## config.mk

```make
export PLATFORM = sky130hd
export DESIGN_NAME = fetch_unit
export DESIGN_NICKNAME = d
export VERILOG_FILES = /design/src/rtl/cpu_isa_pkg.sv /design/src/rtl/fetch_skid_buffer.sv /design/src/rtl/fetch_unit.sv
export SDC_FILE = /design/constraint.sdc
export NUM_CORES = 1
export LEC_CHECK = 0
export ABC_CLOCK_PERIOD_IN_PS = 1900
export BUFFER_PORTS_ARGS = -buffer_cell sky130_fd_sc_hd__buf_2
export CAP_MARGIN = 20
export CORE_UTILIZATION = 49
export CTS_CLUSTER_DIAMETER = 50
export DETAILED_ROUTE_END_ITERATION = 6
export MAX_ROUTING_LAYER = met4
export PLACE_DENSITY = 0.73
export SYNTH_ARGS = -nofsm -noshare
export SYNTH_HDL_FRONTEND = slang
export SYNTH_SLANG_ARGS = --single-unit
```

## constraint.sdc

```tcl
create_clock -name Clock -period 1.9 [get_ports Clock]
set_input_delay 0.38 -clock Clock [delete_from_list [all_inputs] [get_ports Clock]]
set_output_delay 0.38 -clock Clock [all_outputs]
set_load 0.005 [all_outputs]
```

## src/rtl/cpu_isa_pkg.sv

```systemverilog
// Shared ISA definitions: widths, special encodings, fetch state and opcodes.
// No logic; constants and types only.
// Imported by every stage of the core.
package cpu_isa_pkg;

   localparam int ADDR_W  = 7;
   localparam int INSTR_W = 16;

   localparam logic [INSTR_W-1:0] NOP_OPCODE  = 16'h0000;
   localparam logic [INSTR_W-1:0] HALT_OPCODE = 16'hFFFF;

   // Fetch sequencer: one boot cycle primes the ROM, then free streaming.
   typedef enum logic {
      S_BOOT = 1'b0,
      S_RUN  = 1'b1
   } fetch_state_e;

   // Major opcode field (instr[15:12]) encodings used by the decoder.
   localparam logic [3:0] OP_LDCA = 4'h0;
   localparam logic [3:0] OP_LDCB = 4'h1;
   localparam logic [3:0] OP_LDMA = 4'h2;
   localparam logic [3:0] OP_LDMB = 4'h3;
   localparam logic [3:0] OP_STMA = 4'h4;
   localparam logic [3:0] OP_ADDA = 4'h5;
   localparam logic [3:0] OP_SUBA = 4'h6;
   localparam logic [3:0] OP_ANDA = 4'h7;
   localparam logic [3:0] OP_ORRA = 4'h8;
   localparam logic [3:0] OP_BRAU = 4'h9;
   localparam logic [3:0] OP_BBZR = 4'hA;
   localparam logic [3:0] OP_BBPL = 4'hB;

endpackage

```

## src/rtl/fetch_skid_buffer.sv

```systemverilog
// One-entry holding register for a ROM word that lands while the decoder stalls.
// Latency: load visible next cycle; drain/flush empty it next cycle.
// Backpressure: never refuses; the caller only loads when it is empty.
module fetch_skid_buffer #(
   parameter int ADDR_W  = 7,
   parameter int INSTR_W = 16
) (
   input  logic               Clock,
   input  logic               Reset,
   input  logic               load,
   input  logic               drain,
   input  logic               flush,
   input  logic [INSTR_W-1:0] load_data,
   input  logic [ADDR_W-1:0]  load_addr,
   output logic               full,
   output logic [INSTR_W-1:0] data,
   output logic [ADDR_W-1:0]  addr
);

   logic               full_q, full_d;
   logic [INSTR_W-1:0] data_q, data_d;
   logic [ADDR_W-1:0]  addr_q, addr_d;

   // Next-entry selection: flush beats load beats drain.
   always_comb begin
      full_d = full_q;
      data_d = data_q;
      addr_d = addr_q;
      if (flush) begin
         full_d = 1'b0;
      end else if (load) begin
         full_d = 1'b1;
         data_d = load_data;
         addr_d = load_addr;
      end else if (drain) begin
         full_d = 1'b0;
      end
   end

   // Entry storage.
   always_ff @(posedge Clock or posedge Reset) begin
      if (Reset) begin
         full_q <= 1'b0;
         data_q <= '0;
         addr_q <= '0;
      end else begin
         full_q <= full_d;
         data_q <= data_d;
         addr_q <= addr_d;
      end
   end

   assign full = full_q;
   assign data = data_q;
   assign addr = addr_q;

endmodule

```

## src/rtl/fetch_unit.sv

```systemverilog
// Instruction fetch: owns the PC, drives a 1-cycle ROM, feeds the decoder one word/cycle.
// Latency: address issued in t, instruction valid in t+2; taken branch costs one bubble.
// Backpressure: iStall holds the IR and stops issue; one in-flight word parks in a skid.
// Optional halt detection and the oHalted port are built with FETCH_HALT_EN defined.
module fetch_unit #(
   parameter int                        ADDR_W   = cpu_isa_pkg::ADDR_W,
   parameter int                        INSTR_W  = cpu_isa_pkg::INSTR_W,
   parameter logic [ADDR_W-1:0]         RESET_PC = 7'd0
) (
   input  logic               Clock,
   input  logic               Reset,
   output logic [ADDR_W-1:0]  oRom_addr,
   output logic               oRom_en,
   input  logic [INSTR_W-1:0] iRom_data,
   output logic [INSTR_W-1:0] oInstruction,
   output logic               oInstr_valid,
   output logic [ADDR_W-1:0]  oPC,
   input  logic               iStall,
   input  logic               iBranch_taken,
   input  logic [ADDR_W-1:0]  iBranch_dir
`ifdef FETCH_HALT_EN
   ,
   output logic               oHalted
`endif
);

   import cpu_isa_pkg::*;

   fetch_state_e       state_q, state_d;
   logic [ADDR_W-1:0]  pc_q, pc_d;
   logic [INSTR_W-1:0] ir_q, ir_d;
   logic [ADDR_W-1:0]  ir_pc_q, ir_pc_d;
   logic               valid_q, valid_d;
   // inflight_q: a word requested last cycle is on iRom_data now and is wanted.
   logic               inflight_q, inflight_d;
   logic [ADDR_W-1:0]  inflight_addr_q, inflight_addr_d;

   logic               rom_en;
   logic [ADDR_W-1:0]  rom_addr;
   logic               skid_load, skid_drain, skid_flush;
   logic               skid_full;
   logic [INSTR_W-1:0] skid_data;
   logic [ADDR_W-1:0]  skid_addr;
   logic               branch_go;
   logic               halt_hold;

`ifdef FETCH_HALT_EN
   logic               halted_q, halted_d;

   // Halt as soon as the HALT word sits live in the IR, so nothing overwrites it.
   always_comb begin
      halt_hold = halted_q || (valid_q && (ir_q == HALT_OPCODE));
      halted_d  = halt_hold;
   end

   // Sticky halt flag; only Reset clears it.
   always_ff @(posedge Clock or posedge Reset) begin
      if (Reset) halted_q <= 1'b0;
      else       halted_q <= halted_d;
   end

   assign oHalted = halted_q;
`else
   assign halt_hold = 1'b0;
`endif

   assign branch_go = valid_q && !iStall && iBranch_taken;

   // Fetch sequencing: issue, IR load source, skid control and PC update.
   always_comb begin
      state_d         = state_q;
      pc_d            = pc_q;
      ir_d            = ir_q;
      ir_pc_d         = ir_pc_q;
      valid_d         = valid_q;
      inflight_d      = 1'b0;
      inflight_addr_d = inflight_addr_q;
      rom_en          = 1'b0;
      rom_addr        = pc_q;
      skid_load       = 1'b0;
      skid_drain      = 1'b0;
      skid_flush      = 1'b0;

      case (state_q)
         S_BOOT: begin
            rom_en          = 1'b1;
            pc_d            = pc_q + 1'b1;
            inflight_d      = 1'b1;
            inflight_addr_d = pc_q;
            state_d         = S_RUN;
         end

         default: begin
            if (halt_hold) begin
               // Frozen: no issue, the arriving word is dropped, IR keeps HALT.
               skid_flush = 1'b1;
            end else if (iStall) begin
               if (!valid_q) begin
                  // A bubble never blocks: fill the empty IR even while stalled.
                  if (inflight_q) begin
                     ir_d    = iRom_data;
                     ir_pc_d = inflight_addr_q;
                     valid_d = 1'b1;
                  end
               end else if (inflight_q && !skid_full) begin
                  skid_load = 1'b1;
               end
            end else if (branch_go) begin
               // Redirect; the sequential word arriving now is not loaded.
               rom_en          = 1'b1;
               rom_addr        = iBranch_dir;
               pc_d            = iBranch_dir + 1'b1;
               inflight_d      = 1'b1;
               inflight_addr_d = iBranch_dir;
               skid_flush      = 1'b1;
               valid_d         = 1'b0;
            end else begin
               rom_en          = 1'b1;
               pc_d            = pc_q + 1'b1;
               inflight_d      = 1'b1;
               inflight_addr_d = pc_q;
               if (skid_full) begin
                  ir_d       = skid_data;
                  ir_pc_d    = skid_addr;
                  valid_d    = 1'b1;
                  skid_drain = 1'b1;
               end else if (inflight_q) begin
                  ir_d    = iRom_data;
                  ir_pc_d = inflight_addr_q;
                  valid_d = 1'b1;
               end else begin
                  valid_d = 1'b0;
               end
            end
         end
      endcase
   end

   // Fetch state registers.
   always_ff @(posedge Clock or posedge Reset) begin
      if (Reset) begin
         state_q         <= S_BOOT;
         pc_q            <= RESET_PC;
         ir_q            <= NOP_OPCODE;
         ir_pc_q         <= '0;
         valid_q         <= 1'b0;
         inflight_q      <= 1'b0;
         inflight_addr_q <= '0;
      end else begin
         state_q         <= state_d;
         pc_q            <= pc_d;
         ir_q            <= ir_d;
         ir_pc_q         <= ir_pc_d;
         valid_q         <= valid_d;
         inflight_q      <= inflight_d;
         inflight_addr_q <= inflight_addr_d;
      end
   end

   fetch_skid_buffer #(
      .ADDR_W  (ADDR_W),
      .INSTR_W (INSTR_W)
   ) u_skid (
      .Clock     (Clock),
      .Reset     (Reset),
      .load      (skid_load),
      .drain     (skid_drain),
      .flush     (skid_flush),
      .load_data (iRom_data),
      .load_addr (inflight_addr_q),
      .full      (skid_full),
      .data      (skid_data),
      .addr      (skid_addr)
   );

   // Reset forces the enable low immediately, regardless of state.
   assign oRom_en      = rom_en && !Reset;
   assign oRom_addr    = rom_addr;
   assign oInstruction = ir_q;
   assign oInstr_valid = valid_q;
   assign oPC          = ir_pc_q;

endmodule

```

**Word level (Yosys, flattened, before mapping)**

Index checks and enable logic that the tools add are counted.

- Add/sub/neg operators: 2
- Equality and inequality tests: 3
- Muxes and demuxes: 39
- Bitwise logic cells: 1
- Reductions and logical operators: 10

Operator list:

| operator | count |
|---|---|
| 7-bit two-way mux | 13 |
| 16-bit two-way mux | 5 |
| 1-bit two-way mux | 21 |
| 7-bit by 1-bit adder with 7-bit output (second input constant) | 2 |
| 2-bit != test (second input constant) | 3 |
| 1-bit logical AND | 4 |
| 1-bit logical NOT | 3 |
| 3-bit AND reduction | 1 |
| 3-bit nonzero test | 1 |
| 2-bit AND reduction | 1 |
| 1-bit NOT | 1 |

- Bits in registers: 64
- Output and inout port bits: 32

**Longest topological paths before layout**

- Word-level depth: 9
- Mapped depth: 7

**Hierarchy**

From an unflattened synthesis, not the netlist that was laid out.

- Cells, all modules: 279
- Area total of the unflattened synthesis: 3274.4 sq um

Modules (own cells, without submodules):

| module | times used | cells an instance | area an instance (sq um) | sequential area each (sq um) |
|---|---|---|---|---|
| fetch_unit | 1 | 224 | 2255.9 | 1001.0 |
| fetch_skid_buffer | 1 | 55 | 1018.5 | 600.6 |

**Least setup slack after synthesis**

OpenSTA, ideal clock, no wires.

- Kind: reg-to-reg
- Start point: register state_q
- End point: register u_skid.data_q[10], in the netlist u_skid.data[10]
- Data arrival time: 1.551 ns
- Required time: 1.775 ns
- Setup slack: 0.224 ns
- Stages on the path, launching flop included: 8
- Path buffers: 3
- Cell sequence: dfrtp_1 > buf_2 > and2_1 > buf_4 > inv_4 > nor4_4 > buf_6 > mux2_2

- Word-level cells in the longest chain between the ends: 3
- Elaborated cells between the ends (all ways): 4
- Classes of those cells: 2 x mux; 1 x bitwise; 1 x reduce/logical

Ends and longest elaborated chain:

| what | RTL line | source |
|---|---|---|
| start, declared | fetch_unit.sv:29 | `fetch_state_e state_q, state_d;` |
| start signal, assigned | fetch_unit.sv:150 | `state_q <= state_d;` |
| 1-bit two-way mux | fetch_unit.sv:84 | `case (state_q)` |
| 1-bit NOT (no line) | -- |  |
| 2-bit AND reduction (no line) (*) | -- |  |
| end signal, assigned | fetch_skid_buffer.sv:48 | `data_q <= data_d;` |
| end, declared | fetch_skid_buffer.sv:21 | `logic [INSTR_W-1:0] data_q, data_d;` |

Mark *: on every way between the ends. The rest lies on a longest branch, timed or not.
A chain may end at the register's enable or synchronous reset.

**Worst setup path in the final report**

- Start point: register valid_q, in the netlist oInstr_valid
- End point: output port oRom_addr[0]

- Word-level cells in the longest chain between the ends: 5

Ends and longest elaborated chain:

| what | RTL line | source |
|---|---|---|
| start, declared | fetch_unit.sv:33 | `logic valid_q, valid_d;` |
| start signal, assigned | fetch_unit.sv:154 | `valid_q <= valid_d;` |
| 1-bit logical AND (2 in a row) | fetch_unit.sv:67 | `assign branch_go = valid_q && !iStall && iBranch_taken;` |
| 7-bit two-way mux | fetch_unit.sv:108 | `end else if (branch_go) begin` |
| 7-bit two-way mux | fetch_unit.sv:97 | `end else if (iStall) begin` |
| 7-bit two-way mux | fetch_unit.sv:84 |  |
| end, declared | fetch_unit.sv:12 | `output logic [ADDR_W-1:0] oRom_addr,` |

Every way passes these cells.

==> impl_metrics.json <==
{
  "status": "complete, no violations",
  "critPathKind": "flip-flop to output port",
  "clk_pin_slew_ps": 80,
  "tightestPinTransition_ps": 526,
  "drc": 0,
  "syn_nets": 299,
  "maxSlewViolCount": 0,
  "insertion_delay_ps": 340,
  "grtUsageTotal": 0.241,
  "synthArstFlopShare": 1.00,
  "synth_compound_area_frac": 0.195,
  "grt_pass1_vias": 2340,
  "gp_congestion": 0.945,
  "skew_ps": 9.14,
  "total_leakage_power_nw": 1.64,
  "synthMuxAreaShare": 0.0871,
  "power_density_mw_per_mm2": 1320,
  "cp-end-kind": "output port",
  "synth_edf_count": 0,
  "coreArea_mm2": 0.00589,
  "crit_fanout": 12,
  "vias": 2451,
  "antenna_found_initial": 0,
  "chipWidth_um": 79.9,
  "routed_wl_um": 6830,
  "hold_viol_final": 0,
  "syn_to_final_growth_pct": 23.4,
  "finalCritPeriodShare": 0.946,
  "cts_buffers": 9,
  "drt_first_pass_iters": 4,
  "grt_max_degree": 24,
  "fmax_mhz": 556,
  "min_period_ps": 1800,
  "clockBufferDepth": 2,
  "first_iter_violations": 106,
  "cts-root-buf": "clkbuf_8",
  "timing.critical_path.arrival_ps": 1420,
  "io_buffers": 58,
  "cap_violations": 0,
  "via_per_inst": 5.82,
  "ant_nets": 0,
  "synth_fa_ha_area_frac": 0.00842,
  "fin_nets": 370,
  "synth-simple-area-share": 0.113,
  "cts_tree": "yes",
  "yosysWarnings": 0,
  "cp_data_required_time_ps": 1520,
  "max-vdd-ir-drop_v": 0.000620,
  "drive_above_1_share": 0.355,
  "synth_seq_area_share": 0.539,
  "synth_area_per_cell_um2": 11.0,
  "grt.overflow.total": 0,
  "cts_sinks": 64,
  "ios": 59,
  "synthFlopType": "dfrtp_1",
  "avgRoutedWirePerCell_um": 16.2,
  "swShare": 0.310,
  "synth.cell_area_mm2": 0.00297,
  "p_seq_frac": 0.463,
  "holdWs_ps": 90.5,
  "die_h_um": 79.9,
  "dp_hpwl_um": 4770,
  "slew_headroom": 0.648,
  "synthXorXnorAreaFrac": 0.0177,
  "synthCells": 270,
  "cp-start-kind": "flip-flop",
  "rsz0062_at_grt": "false",
  "rows": 28,
  "p_switching_w": 0.00151,
  "hold_class": "input port to asynchronous set/reset pin",
  "clockPowerShare": 0.265,
  "ys_ff_latch": 64,
  "synth_cell_types": 42,
  "power_frac_comb": 0.272,
  "antenna_cells": 0,
  "synth_top_family_by_area": "compound AO/OA/AOI/OAI gates",
  "setup_viol_count_final": 0,
  "internal_power_w": 0.00335,
  "initial_utilization": 0.505,
  "die_area_mm2": 0.00638,
  "grt_pass1_wl_um": 11300,
  "setup_tns_ps": 0,
  "h-tree-depth": 3
}
-- through the flow --
step	instance area [µm²]	setup slack, ps	utilization	total power (W)	cells
after floorplan	2980	224	-	0.00303	270
after global placement	3440	192	0.584	0.00353	404
after detailed placement	3440	193	0.584	0.00359	404
after CTS	3660	56.5	0.623	0.00489	421
after global routing	3670	11.5	0.623	0.00516	421
final	3670	102	0.623	0.00486	421
-- registers in the layout, indices dropped and copies added, names as in the netlist, 7 cells and up --
register         cells
pc_q                 7
oPC                  7
u_skid.data         16
u_skid.addr          7
inflight_addr_q      7
oInstruction        16
-- cell usage after synthesis, drive strengths merged (3+ instances only) --
cell | n | area [µm²]
xor2 | 3 | 26.3
buf | 8 | 53.8
inv | 5 | 21.3
a2bb2oi | 23 | 201
nand2 | 29 | 109
mux2 | 23 | 259
clkbuf | 10 | 37.5
o22ai | 29 | 181
xnor2 | 3 | 26.3
or2 | 5 | 31.3
o21ai | 9 | 45.0
a21oi | 10 | 50.1
nor2 | 11 | 41.3
dfrtp | 64 | 1600
nand3 | 6 | 30.0
and2 | 3 | 18.8
-- placed cells by master, fill, tap and decap left out, types with 3 or more instances in the layout --
cell | netlist | layout
inv_1 | 4 | 3
o21ai_0 | 9 | 9
mux2_2 | 19 | 19
xnor2_1 | 3 | 3
and2_1 | 3 | 3
or2_2 | 5 | 5
nand2_1 | 29 | 29
o22ai_1 | 29 | 29
xor2_1 | 3 | 3
dfrtp_1 | 64 | 64
clkbuf_8 | 0 | 9
a21oi_1 | 10 | 10
mux2_1 | 4 | 4
nand3_1 | 6 | 6
a2bb2oi_1 | 23 | 23
nor2_1 | 11 | 11
buf_2 | 4 | 58
buf_4 | 1 | 18
-- layout make-up --
class	instances	area, µm²
Fill cell	475	2220
Sequential cell	64	1600
Clock buffer	9	124
Multi-Input combinational cell	182	1260
Inverter	6	28.8
Timing Repair Buffer	78	465
Tap cell	75	93.8
Clock inverter	7	95.1
-- logic make-up after synthesis --
family,after synthesis
xor+xnor,6
simple gates,67
flops,64
fa+ha+maj,2
other cells,1
buf+inv,24
compound gates,83
mux,23
-- layer usage --
layer | global-route usage | wire [µm] | vias to the layer above
li1 | - | - | 1141
met1 | 0.311 | 3080 | 1223
met2 | 0.371 | 3340 | 82
met3 | 0.0629 | 370 | 5
met4 | 0.0768 | 40 | 0
met5 | - | 0 | -
-- worst max-delay path: stages (launching register included) --
cell	delay, ps
dfrtp_1	470
and4b_4	370
nand2_1	80
nand2_1	60
buf_2	110
-- repair_timing --
item,CTS,global route
setup endpoints to repair,7,7
resized for setup,1,1
buffers inserted,1,0
hold buffers,0,0
pin swaps,1,0
-- worst paths after layout --
| check | startpoint | to | slack [ps] | cells past startpoint |
|---|---|---|---|---|
| worst min-delay path | Reset | inflight_addr_q[6]$_DFFE_PP0P_ | 90 | 2 |
| max in group asynchronous | Reset | oPC[3]$_DFFE_PP0P_ | 1310 | 3 |
| min in group Clock | iRom_data[1] | u_skid.data[1]$_DFFE_PP0P_ | 280 | 2 |
| worst max-delay path | oInstr_valid$_DFFE_PP0P_ | oRom_addr[0] | 100 | 4 |
| worst min register to register | u_skid.addr[0]$_DFFE_PP0P_ | u_skid.addr[0]$_DFFE_PP0P_ | 500 | 1 |
| worst max register to register | state_q$_DFF_PP0_ | u_skid.data[2]$_DFFE_PP0P_ | 260 | 5 |
-- power groups by stage --
stage          clock (W)  combinational [W]  sequential (W)
2_1_floorplan          0           0.000842         0.00219
3_3_place_gp           0            0.00129         0.00224
3_5_place_dp           0            0.00133         0.00226
4_1_cts          0.00131            0.00134         0.00224
5_1_grt          0.00138            0.00147         0.00231
6_report         0.00129            0.00132         0.00225
Power figures use the tool's default switching activity.
